[config.mk]
export PLATFORM = sky130hd
export DESIGN_NAME = cs_window_approx
export DESIGN_NICKNAME = d
export VERILOG_FILES = /design/src/rtl/cs_window_approx_pkg.sv /design/src/rtl/cs_approx_sel.sv /design/src/rtl/cs_window_approx.sv
export SDC_FILE = /design/constraint.sdc
export NUM_CORES = 1
export LEC_CHECK = 0
export CORE_MARGIN = 2
export CORE_UTILIZATION = 50
export DETAILED_ROUTE_END_ITERATION = 16
export GPL_ROUTABILITY_DRIVEN = 1
export PLACE_DENSITY_LB_ADDON = 0.3
export SLEW_MARGIN = 40
export SYNTH_ARGS = -nofsm -noshare
export SYNTH_HDL_FRONTEND = slang
export SYNTH_SLANG_ARGS = --single-unit
[constraint.sdc]
create_clock -name clk -period 15.12 [get_ports clk]
set_input_delay 1.512 -clock clk [delete_from_list [all_inputs] [get_ports clk]]
set_output_delay 1.512 -clock clk [all_outputs]
set_load 0.02 [all_outputs]
[src/rtl/cs_window_approx_pkg.sv]
// Shared widths and helpers for the nine-sample approximate-mean window filter.
// The window sum and final accumulator widths are sized for all-255 input.
package cs_window_approx_pkg;

    localparam int WIN_LEN = 9;
    localparam int X_W     = 8;
    localparam int SUM_W   = 12;
    localparam int Y_W     = 10;
    localparam int ACC_W   = 13;

    function automatic logic [X_W-1:0] max_x(input logic [X_W-1:0] a,
                                              input logic [X_W-1:0] b);
        return (a > b) ? a : b;
    endfunction

endpackage

[src/rtl/cs_approx_sel.sv]
// Picks the largest window sample not above the window mean: 9*W[i] <= S marks a
// candidate, non-candidates are masked to zero, then a balanced max tree reduces.
module cs_approx_sel
    import cs_window_approx_pkg::*;
(
    input  logic [X_W-1:0]   win_i [WIN_LEN],
    input  logic [SUM_W-1:0] sum_i,
    output logic [X_W-1:0]   xappr_o
);

    logic [SUM_W-1:0] nine_w [WIN_LEN];
    logic [X_W-1:0]   masked [WIN_LEN];
    logic [X_W-1:0]   lvl1   [4];
    logic [X_W-1:0]   lvl2   [2];
    logic [X_W-1:0]   lvl3;

    always_comb begin
        for (int i = 0; i < WIN_LEN; i++) begin
            nine_w[i] = ({{(SUM_W-X_W){1'b0}}, win_i[i]} << 3)
                      + {{(SUM_W-X_W){1'b0}}, win_i[i]};
            // Zero is a safe mask value: the window minimum always qualifies.
            masked[i] = (nine_w[i] <= sum_i) ? win_i[i] : '0;
        end
    end

    always_comb begin
        for (int j = 0; j < 4; j++) begin
            lvl1[j] = max_x(masked[2*j], masked[2*j+1]);
        end
        lvl2[0] = max_x(lvl1[0], lvl1[1]);
        lvl2[1] = max_x(lvl1[2], lvl1[3]);
        lvl3    = max_x(lvl2[0], lvl2[1]);
        xappr_o = max_x(lvl3, masked[WIN_LEN-1]);
    end

endmodule

[src/rtl/cs_window_approx.sv]
// Sliding nine-sample window with a running sum; Y = floor((S + 9*Xappr) / 8)
// is purely combinational from the registers, so there is no output pipeline stage.
module cs_window_approx
    import cs_window_approx_pkg::*;
(
    input  logic           clk,
    input  logic           reset,
    input  logic [X_W-1:0] X,
    output logic [Y_W-1:0] Y
);

    logic [X_W-1:0]   window_q [WIN_LEN];
    logic [X_W-1:0]   window_d [WIN_LEN];
    logic [SUM_W-1:0] sum_q;
    logic [SUM_W-1:0] sum_d;
    logic [X_W-1:0]   xappr;
    logic [ACC_W-1:0] acc;

    always_comb begin
        window_d[0] = X;
        for (int i = 1; i < WIN_LEN; i++) begin
            window_d[i] = window_q[i-1];
        end
        // Modular 12-bit arithmetic keeps the running sum exact: the true sum always fits.
        sum_d = sum_q + {{(SUM_W-X_W){1'b0}}, X}
                      - {{(SUM_W-X_W){1'b0}}, window_q[WIN_LEN-1]};
    end

    always_ff @(posedge clk or negedge reset) begin
        if (!reset) begin
            for (int i = 0; i < WIN_LEN; i++) begin
                window_q[i] <= '0;
            end
            sum_q <= '0;
        end else begin
            for (int i = 0; i < WIN_LEN; i++) begin
                window_q[i] <= window_d[i];
            end
            sum_q <= sum_d;
        end
    end

    cs_approx_sel u_sel (
        .win_i   (window_q),
        .sum_i   (sum_q),
        .xappr_o (xappr)
    );

    always_comb begin
        acc = {{(ACC_W-SUM_W){1'b0}}, sum_q}
            + ({{(ACC_W-X_W){1'b0}}, xappr} << 3)
            + {{(ACC_W-X_W){1'b0}}, xappr};
        Y = Y_W'(acc >> 3);
    end

endmodule

## Yosys cells after proc, flatten, opt, wreduce, memory -nomap -nowiden

Cells that the tools add are included.

| cells by class | value |
|---|---|
| muxes and demuxes | 17 |
| shift operators | 0 |
| div/mod/pow operators | 0 |
| multipliers | 0 |
| equality and inequality tests | 0 |
| magnitude comparators | 17 |
| reductions and logical operators | 0 |
| add/subtract/negate cells | 13 |
| bitwise logic cells | 0 |

Operators by type and width:

| kind | number |
|---|---|
| $mux 8 | 17 |
| $add 11x8->12 | 9 |
| $le 12x12->1 | 9 |
| $gt 8x8->1 | 8 |
| $add 12x11->13 | 1 |
| $add 13x8->13 | 1 |
| $add 12x8->12 | 1 |
| $sub 12x8->12 | 1 |

| word-level totals | value |
|---|---|
| bits in read-only memories | 0 |
| bits in latches | 0 |
| bits in registers | 84 |
| input bits | 10 |
| logic and storage cells | 57 |
| memories | 0 |
| memory bits (writable) | 0 |
| output and inout bits | 10 |

## Depth between registers and ports, before layout

| logic depth | value |
|---|---|
| depth after elaboration | 13 |
| gate-level depth with buffers | 71 |

## By module

From an unflattened synthesis, not the netlist that was laid out.

| unflattened totals | value |
|---|---|
| cells, all modules | 1211 |
| area, all modules | 10680.2 µm² |

By module, submodules not included:

| module | cells an instance | sequential area each (µm²) | instances | area each (µm²) |
|---|---|---|---|---|
| cs_approx_sel | 958 | 0.0 | 1 | 7240.7 |
| cs_window_approx | 253 | 2102.0 | 1 | 3439.5 |

## Least setup slack after synthesis

No wires, ideal clock.

| timing path | value |
|---|---|
| path type | flip-flop to output port |
| from | register window_q (netlist bit window_d[59]) |
| to | output Y[8] |
| data arrival time | 11.741 ns |
| cell stages (with the launch flop) | 68 |
| slack | 1.867 ns |
| data required time | 13.608 ns |
| path buffers | 5 |
| cells stage by stage | dfrtp_1 > ha_1 > inv_1 > fa_1 > inv_1 > a21oi_1 > o21bai_1 > a21oi_1 > nor2b_1 > xor2_1 > ha_1 > a21o_1 > a21o_1 > a21oi_1 > o21ai_0 > o21ai_1 > nand2_1 > inv_1 > (+32 left out) > nand2b_1 > a21oi_1 > nor2b_1 > o21bai_1 > a22oi_1 > clkbuf_1 > clkbuf_1 > a21oi_1 > fa_1 > inv_1 > ha_1 > inv_1 > nor2_1 > nand3_1 > a211oi_1 > nor4_2 > o21ba_2 > a211oi_1 |

| on the way | value |
|---|---|
| cells in the longest elaborated chain, start to end | 13 |

RTL lines:

| what | line | text |
|---|---|---|
| start, declared | cs_window_approx.sv:12 | `logic [X_W-1:0] window_q [WIN_LEN];` |
| start signal, assigned by index | cs_window_approx.sv:37 | `window_q[i] <= window_d[i];` |
| $add 11x8->12 | cs_approx_sel.sv:20 | `+ {{(SUM_W-X_W){1'b0}}, win_i[i]};` |
| $le 12x12->1 | cs_approx_sel.sv:22 | `masked[i] = (nine_w[i] <= sum_i) ? win_i[i] : '0;` |
| $mux 8 * | cs_approx_sel.sv:22 |  |
| $gt 8x8->1 | cs_window_approx_pkg.sv:13 | `return (a > b) ? a : b;` |
| $mux 8 * | cs_window_approx_pkg.sv:13 |  |
| $gt 8x8->1 | cs_window_approx_pkg.sv:13 |  |
| $mux 8 * | cs_window_approx_pkg.sv:13 |  |
| $gt 8x8->1 | cs_window_approx_pkg.sv:13 |  |
| $mux 8 * | cs_window_approx_pkg.sv:13 |  |
| $gt 8x8->1 | cs_window_approx_pkg.sv:13 |  |
| $mux 8 * | cs_window_approx_pkg.sv:13 |  |
| $add 12x11->13 | cs_window_approx.sv:51 | `+ ({{(ACC_W-X_W){1'b0}}, xappr} << 3)` |
| $add 13x8->13 * | cs_window_approx.sv:52 | `+ {{(ACC_W-X_W){1'b0}}, xappr};` |
| end, declared | cs_window_approx.sv:9 | `output logic [Y_W-1:0] Y` |

Every way passes the cells marked *; elsewhere a longest branch is shown, timed or not.

## Worst setup path after layout

| timing path | value |
|---|---|
| from | register window_q (netlist bit window_d[43]) |
| to | output Y[8] |

Same word-level chain as after synthesis.

==> results.sh <==
export IMPL_status="completed"
export IMPL_final_hold_viol_count=0
export IMPL_grt_max_degree=47
export IMPL_crit_fanout=21
export IMPL_slowest_stage="clkdlybuf4s50_1"
export IMPL_area_growth_pct=9.69
export IMPL_hp_start="window_d[3]"
export IMPL_vias_per_cell=5.66
export IMPL_synth_main_ff_cell="dfrtp_1"
export IMPL_drt_pass1_iterations=5
export IMPL_finalSetupViolCount=0
export IMPL_synth_edf_count=0
export IMPL_dp_hpwl_um=19200
export IMPL_clock_sinks=84
export IMPL_critPathBufInv=10
export IMPL_ctsHoldBuffers=0
export IMPL_die_area_um2=21900
export IMPL_yosysTopAreaCellShare_pct=29.1
export IMPL_ant_nets=0
export IMPL_worst_setup_path_type="flop to output pin"
export IMPL_synth_nets=1460
export IMPL_rrSetupSlack_ns=11.44
export IMPL_fin_crit_ns=14.11
export IMPL_critPathRequiredTime_ns=13.61
export IMPL_cts_root_buffer_cell="clkbuf_16"
export IMPL_async_flop_share_pct=100
export IMPL_synth_top_area_cell="ha_1"
export IMPL_hold_class="flop to flop"
export IMPL_clk_pin_slew_ns=0.07
export IMPL_clock_path_buffers=2
export IMPL_htree_num_levels=3
export IMPL_dpl_cell_area_um2=10900
export IMPL_grt_ovfl_total=0
export IMPL_cpLargestDelayFamily="compound AO/OA/AOI/OAI gates"
export IMPL_synthTopCellsByArea="ha_1 (29%), dfrtp_1 (20%), inv_1 (5.9%)"
export IMPL_drc=0
export IMPL_synth_common_cells="ha_1 (241), inv_1 (162), nand2_1 (107)"
export IMPL_num_rows=52
export IMPL_final_core_util_pct=56.0
export IMPL_worst_skew_pair_late_latency_ns=0.36
export IMPL_holdPathEnd="window_q[3]"
export IMPL_timing_rr_start="sum_q[1]"
export IMPL_ys_types=66
export IMPL_start_util_pct=51.0
export IMPL_rsz0062_at_grt="no"
export IMPL_cts_tree="built"
export IMPL_ys_seq_elements=84
export IMPL_die_height_um=148
export IMPL_synth_seq_area_share_pct=20.3
export IMPL_end_kind="output pin"
export IMPL_nFillCells=1846
export IMPL_fmax_ghz=0.0709
export IMPL_num_nets_final=1497
export IMPL_reg2reg_depth=16
export IMPL_vias=8480
export IMPL_drt_initial_drc_count=455
export IMPL_drive_gt1_share_pct=4.72
export IMPL_period_share_pct=93.3
export IMPL_worstHoldPathCells=0
export IMPL_arrival_ns=12.60
export IMPL_io_buffers=19
export IMPL_regToRegEndpoint="sum_q[11]"
export IMPL_grt_usage_pct=24.1
export IMPL_synth_area_per_cell_um2=8.73
export IMPL_worstMarginPinSlew_ns=0.761
export IMPL_relSlewSlack_pct=49.2
export IMPL_cp_slowest_stage_delay_ns=0.63
export IMPL_yosys_warnings=0
export IMPL_grt_pass1_wl_um=42000
export IMPL_antenna_cells=0
export IMPL_whs_ns=0.439
export IMPL_synthCells=1187
export IMPL_numCtsBuffers=9
export IMPL_maxCapViolCount=0
export IMPL_timing_setup_tns_ns=0
export IMPL_synthesis_area_um2=10400
export IMPL_design_area_um2=11400
export IMPL_start_kind="flop"
export IMPL_final_max_slew_viol_count=0
export IMPL_wl_per_cell_um=17.0
export IMPL_fp_coreArea_um2=20300
export IMPL_ioPinCount=20
export IMPL_grt_pass1_vias=8352
export IMPL_grt_antenna_before_repair=0
export IMPL_yosysMostFrequentCell="ha_1"
export IMPL_wl_um=25500
export IMPL_gp_congestion=0.875
export IMPL_fin_skew_ns=0.00729
export IMPL_dieWidth_um=148
-- how the worst max path moves through the flow --
stage	start	end	slack [ns]	depth (start not counted)
2_1_floorplan	window_d[59]	Y[8]	1.87	67
3_3_place_gp	window_d[43]	Y[8]	1.10	67
3_5_place_dp	window_d[43]	Y[8]	0.91	67
4_1_cts	window_d[0]	Y[8]	0.48	64
5_1_grt	window_d[0]	Y[8]	0.01	65
6_report	window_d[43]	Y[8]	1.01	68
-- area by class of cell --
class                   count  area, µm²  share of cell area (%)
multi-input cells         930       7630                    67.2
flip-flops and latches     84       2100                    18.5
inverters                 162        608                    5.35
well taps                 270        338                    2.97
repair buffers             37        323                    2.84
clock buffers              11        253                    2.22
clock inverters             5        106                   0.936
-- flip-flops by register name, summed over array words and instances, names as in the netlist --
| name | cells |
|---|---|
| window_d | 64 |
| sum_q | 12 |
| window_q | 8 |
-- placed cells by master, fill, tap and decap left out, types with 26 or more instances in the layout --
cell,synthesis,layout
a21o_1,44,44
inv_1,162,162
o21ai_0,52,51
nand4_1,29,29
ha_1,241,241
dfrtp_1,84,84
xnor2_1,46,46
nor2_1,46,46
mux2i_1,26,26
nor2b_1,30,30
a21oi_1,94,94
nand2_1,107,107
-- repair_timing --
action                     CTS  global route
gates resized for setup      0            11
setup buffers                0            10
setup endpoints to repair    0             9
-- layer usage --
layer	global-route usage (%)	vias up	part of all wire, %
met2	41.2	155	47
li1	-	4266	-
met5	0	-	0
met3	2.96	47	3.4
met4	9.81	0	3.3
met1	31.1	4012	46
-- cell families (layout without fill, tap and decap cells) --
kind of cell | after synthesis | in the layout | synth area share (%)
multiplexers | 28 | 28 | 2.77
buffers and inverters | 173 | 215 | 6.31
flip-flops | 84 | 84 | 20.3
XOR/XNOR | 69 | 69 | 5.83
adder cells (fa/ha/maj) | 263 | 263 | 33.4
AO/OA/AOI/OAI | 290 | 290 | 18.2
AND/OR/NAND/NOR | 280 | 280 | 13.3
-- per-stage QoR --
stage               setup slack [ns]  std cells
floorplan                       1.87       1187
global placement                1.10       1473
detailed placement             0.915       1473
CTS                            0.483       1489
global route                  0.0116       1499
finish                          1.01       1499
Power is left out: the tool's default activity adds up to more than one toggle a clock period on the data nets, which glitch-free logic cannot reach.
